### src/rtl/uart_frame_packer.sv
// uart_frame_packer: snapshots N_CH channel words on a frame tick and streams them as UART bytes.
// Ports:
//   clk_i           system clock (65 MHz pixel clock)
//   rst_ni          asynchronous reset, active low
//   frame_start_i   single-cycle frame tick
//   ch_data_i       flattened channels, ch k = ch_data_i[k*W +: W]
//   tx_data_o       byte offered to the uart transmitter
//   tx_valid_o      tx_data_o valid
//   tx_ready_i      transmitter accepts the byte
//   busy_o          frame in progress
//   frame_done_o    one-cycle pulse after the last byte is accepted
//   overrun_cnt_o   saturating count of frame ticks dropped while busy
// Frame: SYNC_BYTE, then per channel high byte and low byte of the zero-extended word.
// Define FRAME_CHECKSUM_EN to append an XOR-of-payload checksum byte.
module uart_frame_packer #(
    parameter int         N_CH      = 4,
    parameter int         W         = 12,
    parameter logic [7:0] SYNC_BYTE = 8'hA5
) (
    input  logic              clk_i,
    input  logic              rst_ni,
    input  logic              frame_start_i,
    input  logic [N_CH*W-1:0] ch_data_i,
    output logic [7:0]        tx_data_o,
    output logic              tx_valid_o,
    input  logic              tx_ready_i,
    output logic              busy_o,
    output logic              frame_done_o,
    output logic [7:0]        overrun_cnt_o
);
    localparam int CW = (N_CH > 1) ? $clog2(N_CH) : 1;

    if (N_CH < 1 || W < 1 || W > 16) begin : g_param_check
        $error("uart_frame_packer: requires N_CH >= 1 and 1 <= W <= 16");
    end

    typedef enum logic [2:0] {
        IDLE, SYNC, HI, LO
`ifdef FRAME_CHECKSUM_EN
        , CSUM
`endif
    } state_t;

    state_t          state_q;
    logic [CW-1:0]   ch_q;
    logic [W-1:0]    snap_q [N_CH];
    logic [7:0]      tx_data_q;
    logic            tx_valid_q;
    logic            busy_q;
    logic            frame_done_q;
    logic [7:0]      overrun_q;
`ifdef FRAME_CHECKSUM_EN
    logic [7:0]      csum_q;
`endif

    logic            xfer;
    logic            last_ch;
    logic [CW-1:0]   ch_nxt;

    assign xfer    = tx_valid_q && tx_ready_i;
    assign last_ch = ch_q == CW'(N_CH - 1);
    // Saturate at the last channel so the look-ahead index never leaves the array.
    assign ch_nxt  = last_ch ? ch_q : ch_q + 1'b1;

    always_ff @(posedge clk_i or negedge rst_ni) begin
        if (!rst_ni) begin
            state_q      <= IDLE;
            ch_q         <= '0;
            tx_data_q    <= '0;
            tx_valid_q   <= 1'b0;
            busy_q       <= 1'b0;
            frame_done_q <= 1'b0;
            overrun_q    <= '0;
`ifdef FRAME_CHECKSUM_EN
            csum_q       <= '0;
`endif
            for (int i = 0; i < N_CH; i++) snap_q[i] <= '0;
        end else begin
            frame_done_q <= 1'b0;
            if (frame_start_i && state_q != IDLE && overrun_q != 8'hFF) overrun_q <= overrun_q + 8'd1;
            case (state_q)
                IDLE: if (frame_start_i) begin
                    for (int i = 0; i < N_CH; i++) snap_q[i] <= ch_data_i[i*W +: W];
`ifdef FRAME_CHECKSUM_EN
                    csum_q     <= '0;
`endif
                    tx_data_q  <= SYNC_BYTE;
                    tx_valid_q <= 1'b1;
                    busy_q     <= 1'b1;
                    state_q    <= SYNC;
                end
                SYNC: if (xfer) begin
                    ch_q      <= '0;
                    tx_data_q <= 8'(16'(snap_q[0]) >> 8);
                    state_q   <= HI;
                end
                HI: if (xfer) begin
`ifdef FRAME_CHECKSUM_EN
                    csum_q    <= csum_q ^ tx_data_q;
`endif
                    tx_data_q <= 8'(16'(snap_q[ch_q]));
                    state_q   <= LO;
                end
                LO: if (xfer) begin
`ifdef FRAME_CHECKSUM_EN
                    csum_q <= csum_q ^ tx_data_q;
`endif
                    if (!last_ch) begin
                        ch_q      <= ch_nxt;
                        tx_data_q <= 8'(16'(snap_q[ch_nxt]) >> 8);
                        state_q   <= HI;
                    end else begin
`ifdef FRAME_CHECKSUM_EN
                        // The byte just accepted is folded in directly; csum_q lags by one.
                        tx_data_q <= csum_q ^ tx_data_q;
                        state_q   <= CSUM;
`else
                        tx_data_q    <= '0;
                        tx_valid_q   <= 1'b0;
                        busy_q       <= 1'b0;
                        frame_done_q <= 1'b1;
                        state_q      <= IDLE;
`endif
                    end
                end
`ifdef FRAME_CHECKSUM_EN
                CSUM: if (xfer) begin
                    tx_data_q    <= '0;
                    tx_valid_q   <= 1'b0;
                    busy_q       <= 1'b0;
                    frame_done_q <= 1'b1;
                    state_q      <= IDLE;
                end
`endif
                default: state_q <= IDLE;
            endcase
        end
    end

    assign tx_data_o     = tx_data_q;
    assign tx_valid_o    = tx_valid_q;
    assign busy_o        = busy_q;
    assign frame_done_o  = frame_done_q;
    assign overrun_cnt_o = overrun_q;
endmodule

### config.mk
export PLATFORM = sky130hd
export DESIGN_NAME = uart_frame_packer
export DESIGN_NICKNAME = d
export VERILOG_FILES = /design/src/rtl/uart_frame_packer.sv
export SDC_FILE = /design/constraint.sdc
export NUM_CORES = 1
export LEC_CHECK = 0
export ABC_CLOCK_PERIOD_IN_PS = 3920
export CAP_MARGIN = 20
export CORE_UTILIZATION = 54
export DETAILED_ROUTE_END_ITERATION = 16
export GPL_ROUTABILITY_DRIVEN = 0
export GPL_TIMING_DRIVEN = 0
export PLACE_DENSITY = 0.84
export SLEW_MARGIN = 20
export SYNTH_ARGS = -nofsm -noshare
export SYNTH_HDL_FRONTEND = slang
export SYNTH_SLANG_ARGS = --single-unit
### constraint.sdc
create_clock -name clk_i -period 3.92 [get_ports clk_i]
set_clock_uncertainty 0.05 [all_clocks]
set_input_delay 0.784 -clock clk_i [delete_from_list [all_inputs] [get_ports clk_i]]
set_output_delay 0.784 -clock clk_i [all_outputs]
set_load 0.005 [all_outputs]
== Yosys cells after proc, flatten, opt, wreduce, memory -nomap -nowiden ==
Cells that the tools add are included.

* Register bits: 71
* Input bits: 52

* $lt $le $gt $ge: 2
* Equal/unequal tests: 11
* Bitwise logic cells: 2
* $add $sub $neg: 2
* Reduce and logical (&&, ||, !) cells: 13
* Mux-type cells: 30

{| class="wikitable"
|+ Operators by type and width
! cell !! number
|-
| $bmux W12 S2 || 2
|-
| $mux W8 || 6
|-
| $pmux W8 S4 || 1
|-
| $mux W12 || 2
|-
| $mux W3 || 4
|-
| $ne A2 B2 Y1 const B || 6
|-
| $pmux W3 S4 || 1
|-
| $reduce_and A4 Y1 || 3
|-
| $mux W2 || 5
|-
| $add A8 B1 Y8 const B || 1
|-
| $ne A8 B8 Y1 const B || 1
|-
| $eq A3 B2 Y1 const B || 2
|-
| $ge A3 B3 Y1 const B || 2
|-
| $mux W1 || 6
|-
| $not A2 Y3 || 2
|-
| $reduce_and A5 Y1 || 1
|-
| $mux W4 || 1
|-
| $pmux W2 S2 || 1
|-
| $reduce_bool A2 Y1 || 2
|-
| $reduce_bool A4 Y1 || 1
|-
| $eq A3 B1 Y1 const B || 1
|-
| $logic_and A1 B1 Y1 || 3
|-
| $logic_not A3 Y1 || 1
|-
| $reduce_bool A3 Y1 || 1
|-
| 4 further kinds || 4
|}

== Depth between registers and ports, before layout ==
* Depth after elaboration: 9
* Mapped depth: 7
* Gate-level depth less buffers: 5

== Least setup slack after synthesis ==
OpenSTA, ideal clock, no wires.

* Path kind: input to register
* Start: in tx_ready_i
* End: reg tx_data_q[0] (netlist: tx_data_o[0])
* Setup slack: 2.146 ns
* Cell stages on the path: 4
* Required time: 3.744 ns
* Arrival time: 1.598 ns
* Path buffers: 1
* Cell sequence: and2_1 clkbuf_1 o221ai_1 o32a_1

* Cells in the longest elaborated chain, start to end: 3
* Elaborated cells between the ends (all ways): 5
* Classes of those cells: 3 x eq/ne; 2 x reduce/logical

{| class="wikitable"
|+ Ends and longest elaborated chain
! element !! line !! text
|-
| from (decl) || 26 || <nowiki>input logic tx_ready_i,</nowiki>
|-
| $logic_and A1 B1 Y1 * || 60 || <nowiki>assign xfer = tx_valid_q && tx_ready_i;</nowiki>
|-
| $ne A2 B2 Y1 (no source line) || -- ||
|-
| $reduce_and A5 Y1 (no source line) * || -- ||
|-
| to (signal assigned) || 94 || <nowiki>tx_data_q <= 8'(16'(snap_q[0]) >> 8);</nowiki>
|-
| to (signal assigned) || 101 || <nowiki>tx_data_q <= 8'(16'(snap_q[ch_q]));</nowiki>
|-
| to (signal assigned) || 110 || <nowiki>tx_data_q <= 8'(16'(snap_q[ch_nxt]) >> 8);</nowiki>
|-
| to (decl) || 47 || <nowiki>logic [7:0] tx_data_q;</nowiki>
|}

Mark *: on every way between the ends. The rest lies on a longest branch, timed or not.
A chain may end at the register's enable or synchronous reset.

== Worst setup path after layout ==
* Start: in tx_ready_i
* End: reg tx_data_q[1] (netlist: tx_data_o[1])

The elaborated chain is that of the path after synthesis.

==> flow_metrics.py <==
metrics = {
    "status": {
        "status": "finished, final reports clean",
    },
    "synthesis": {
        "post_synth_inst_count": 254,
        "synth_compound_gate_area_share_pct": 8.221,
        "post_synth_num_cell_types": 41,
        "netlist_area_um2": 3242,
        "synth-async-reset-ratio_pct": 100.0,
        "post_synth.cell_area_avg_um2": 12.76,
        "synth_xor_xnor_area_share_pct": 0.5403,
        "synth_fa_ha_area_share_pct": 0.3860,
        "synth_top_family_by_area": "multiplexers",
        "muxShareOfSynthArea_pct": 24.16,
        "yosys_warnings": 0,
        "cell_taking_the_most_area_after_synthesis": "dfrtp_1",
        "seq_area_frac_synth_pct": 54.03,
        "synthSimpleGateAreaFrac_pct": 9.147,
        "synthTopCellsByCount": "70 x dfrtp_1, 50 x mux2_2, 15 x nand2_1",
        "synthFlopType": "dfrtp_1",
        "synth.area.top_cells": "dfrtp_1 54%, mux2_2 17%, mux2i_1 3.1%, mux4_2 2.1%, nand2_1 1.7%",
        "synthDominantCellAreaShare_pct": 54.03,
        "synth_edf_count": 0,
        "syn_nets": 307,
        "synth_most_common_cell": "dfrtp_1",
        "ys_seq_elements": 70,
    },
    "job": {
        "cap_violations": 0,
    },
    "placement": {
        "placed_area_um2": 4058,
        "place_inst": 397,
        "post-dp-hpwl_mm": 5.142,
        "io_buffers": 70,
    },
    "cts": {
        "clockRootBuffer": "clkbuf_8",
        "clock_sinks": 70,
        "cts-root-to-sink-buffers": 2,
        "cts_resized": 0,
        "cts.repair_timing.setup_buffer_count": 0,
        "clkLatencyLatePin_ps": 350,
        "cts_hold_repair.buffers": 0,
        "path_clk_slew_ps": 70,
        "tritoncts": "built",
        "cts_buffers": 9,
        "htreeDepth": 3,
    },
    "setup_path": {
        "cp_top_family": "buffers and inverters",
        "critical_path.cell_chain": "clkdlybuf4s50_1 > and2_1 > clkbuf_1 > o221ai_1 > a311oi_1 > a21oi_1",
        "critPathArrivalTime_ps": 2430,
        "worst-setup-path-type": "in -> reg",
        "cp.buffers_inverters": 2,
        "cp.required_ps": 4090,
        "worst_setup_path_start_kind": "input pin",
        "worst_path_largest_cell_delay_ps": 500,
        "critical_path.slowest_cell": "clkdlybuf4s50_1",
        "timing.critical_path.to_type": "flop",
        "maximum_fanout_along_the_worst_path": 10,
    },
    "sta": {
        "worst_slew_pin_slew_ps": 444.0,
        "hold_viol": 0,
        "setup_viol": 0,
        "setup-tns-final_ps": 0,
        "maxSlewHeadroom_pct": 70.40,
        "final.period_utilization_pct": 57.55,
        "final_max_slew_viol_count": 0,
        "hold_ws_ps": 275.1,
        "rsz0062_at_grt": "no",
        "fmaxAchievable_mhz": 443.3,
        "min_period_ps": 2256,
    },
    "pwr": {
        "leakage_nw": 1.776,
        "power_per_cell_area_nw_per_um2": 703.2,
        "peakVddDrop_v": 0.0004189,
    },
    "cells_and_area": {
        "fill_cells": 372,
        "register_area_um2": 1752,
        "finish.cell_count_without_fillers": 413,
        "final_nets": 389,
        "layout-area-overhead-vs-synth_pct": 31.57,
        "final_layout_size_suffix_gt1_share_pct": 25.81,
        "finish.utilization_pct": 75.60,
        "area_of_the_multi_input_gates_um2": 1376,
        "antenna_cells": 0,
        "final_design_area_no_fill_um2": 4265,
    },
    "global_routing": {
        "grt_use_total_pct": 25.16,
        "grt_pass1_wl_mm": 11.76,
        "number_of_global_route_vias_before_repair": 2380,
        "grt_antenna_before_repair": 0,
        "overflow": 0,
        "grt_max_degree": 50,
    },
    "route": {
        "post_drt_wl_per_cell_um": 16.99,
        "vias": 2343,
        "postRouteWirelength_mm": 7.017,
        "detail_route.first_pass.iterations": 4,
        "drt_iter0_markers": 198,
        "drtAntennaViolNets": 0,
        "detail_route.drc_violations": 0,
        "route.detailed.vias_per_inst": 5.673,
    },
    "floorplan": {
        "pin_count": 71,
        "die_footprint_um2": 6317,
        "floorplan.initialDensity_pct": 57.46,
        "placeableCoreArea_um2": 5642,
        "chipWidth_um": 79.48,
        "die_h_um": 79.48,
        "rows": 27,
    },
    "worst_hold_path": {
        "hp-class": "in -> async",
    },
}
-- metrics by stage --
stage	worst slack, ps	total power (W)
after floorplan	2146	0.001977
after global placement	-295.4	0.002354
after detailed placement	1345	0.002418
after CTS	1685	0.003017
after global routing	1580	0.003197
final	1664	0.002999
-- cell type report --
type                    instances  share of cell area [%]
plain buffers                  18                   2.493
clock buffers                  10                   3.227
clock inverters                 6                   1.643
inverters                       2                  0.1760
multi-input cells             164                   32.27
flip-flops and latches         70                   41.07
well taps                      72                   2.112
repair buffers                 71                   17.01
-- layer usage --
layer	vias up	wire length (µm)	GRT usage, %
li1	1092	-	-
met3	6	393	7.771
met2	80	3622	41.03
met5	-	0	0
met4	0	45	6.545
met1	1165	2955	32.54
-- registers in the layout, indices dropped and copies added (netlist names) --
signal and count:
ch_q 2, state_q 2, frame_done_o 1, overrun_cnt_o 8, snap_q 48, busy_o 1, tx_data_o 8
-- layout by cell type (no fill, tap or decap), drive strengths merged, types with 7 or more instances in the layout --
cell,count
nor2,9
dfrtp,70
clkdlybuf4s50,69
clkbuf,15
mux2,50
buf,15
a21oi,7
o21ai,11
nand2,15
mux2i,10
-- power by group --
group / switching (W) / internal (W) / total, W / leakage (nW)
logic: 0.000465 / 0.000670 / 0.00113 / 0.852
clock network: 0.000278 / 0.000314 / 0.000592 / 0.0951
registers: 0.000210 / 0.00106 / 0.00127 / 0.829
-- path summary, 6_finish.rpt --
| path | from | end | slack, ps | cells after the start |
|---|---|---|---|---|
| max | tx_ready_i | tx_data_o[1] | 1660 | 6 |
| min | rst_ni | tx_data_o[6] | 280 | 1 |
| max reg2reg | ch_q[1] | tx_data_o[3] | 2120 | 6 |
| min reg2reg | snap_q[17] | snap_q[17] | 460 | 1 |
| max in group asynchronous | rst_ni | snap_q[24] | 3020 | 2 |
| min in group clk_i | snap_q[17] | snap_q[17] | 460 | 1 |
-- cell families (layout without fill, tap and decap cells) --
group           after synthesis  after routing
buf+inv                      20            107
fa+ha+maj                     1              1
simple gates                 57             57
mux                          65             65
compound gates               39             39
xor+xnor                      2              2
flops                        70             70
Note: power is estimated with default switching activity, not from simulation.
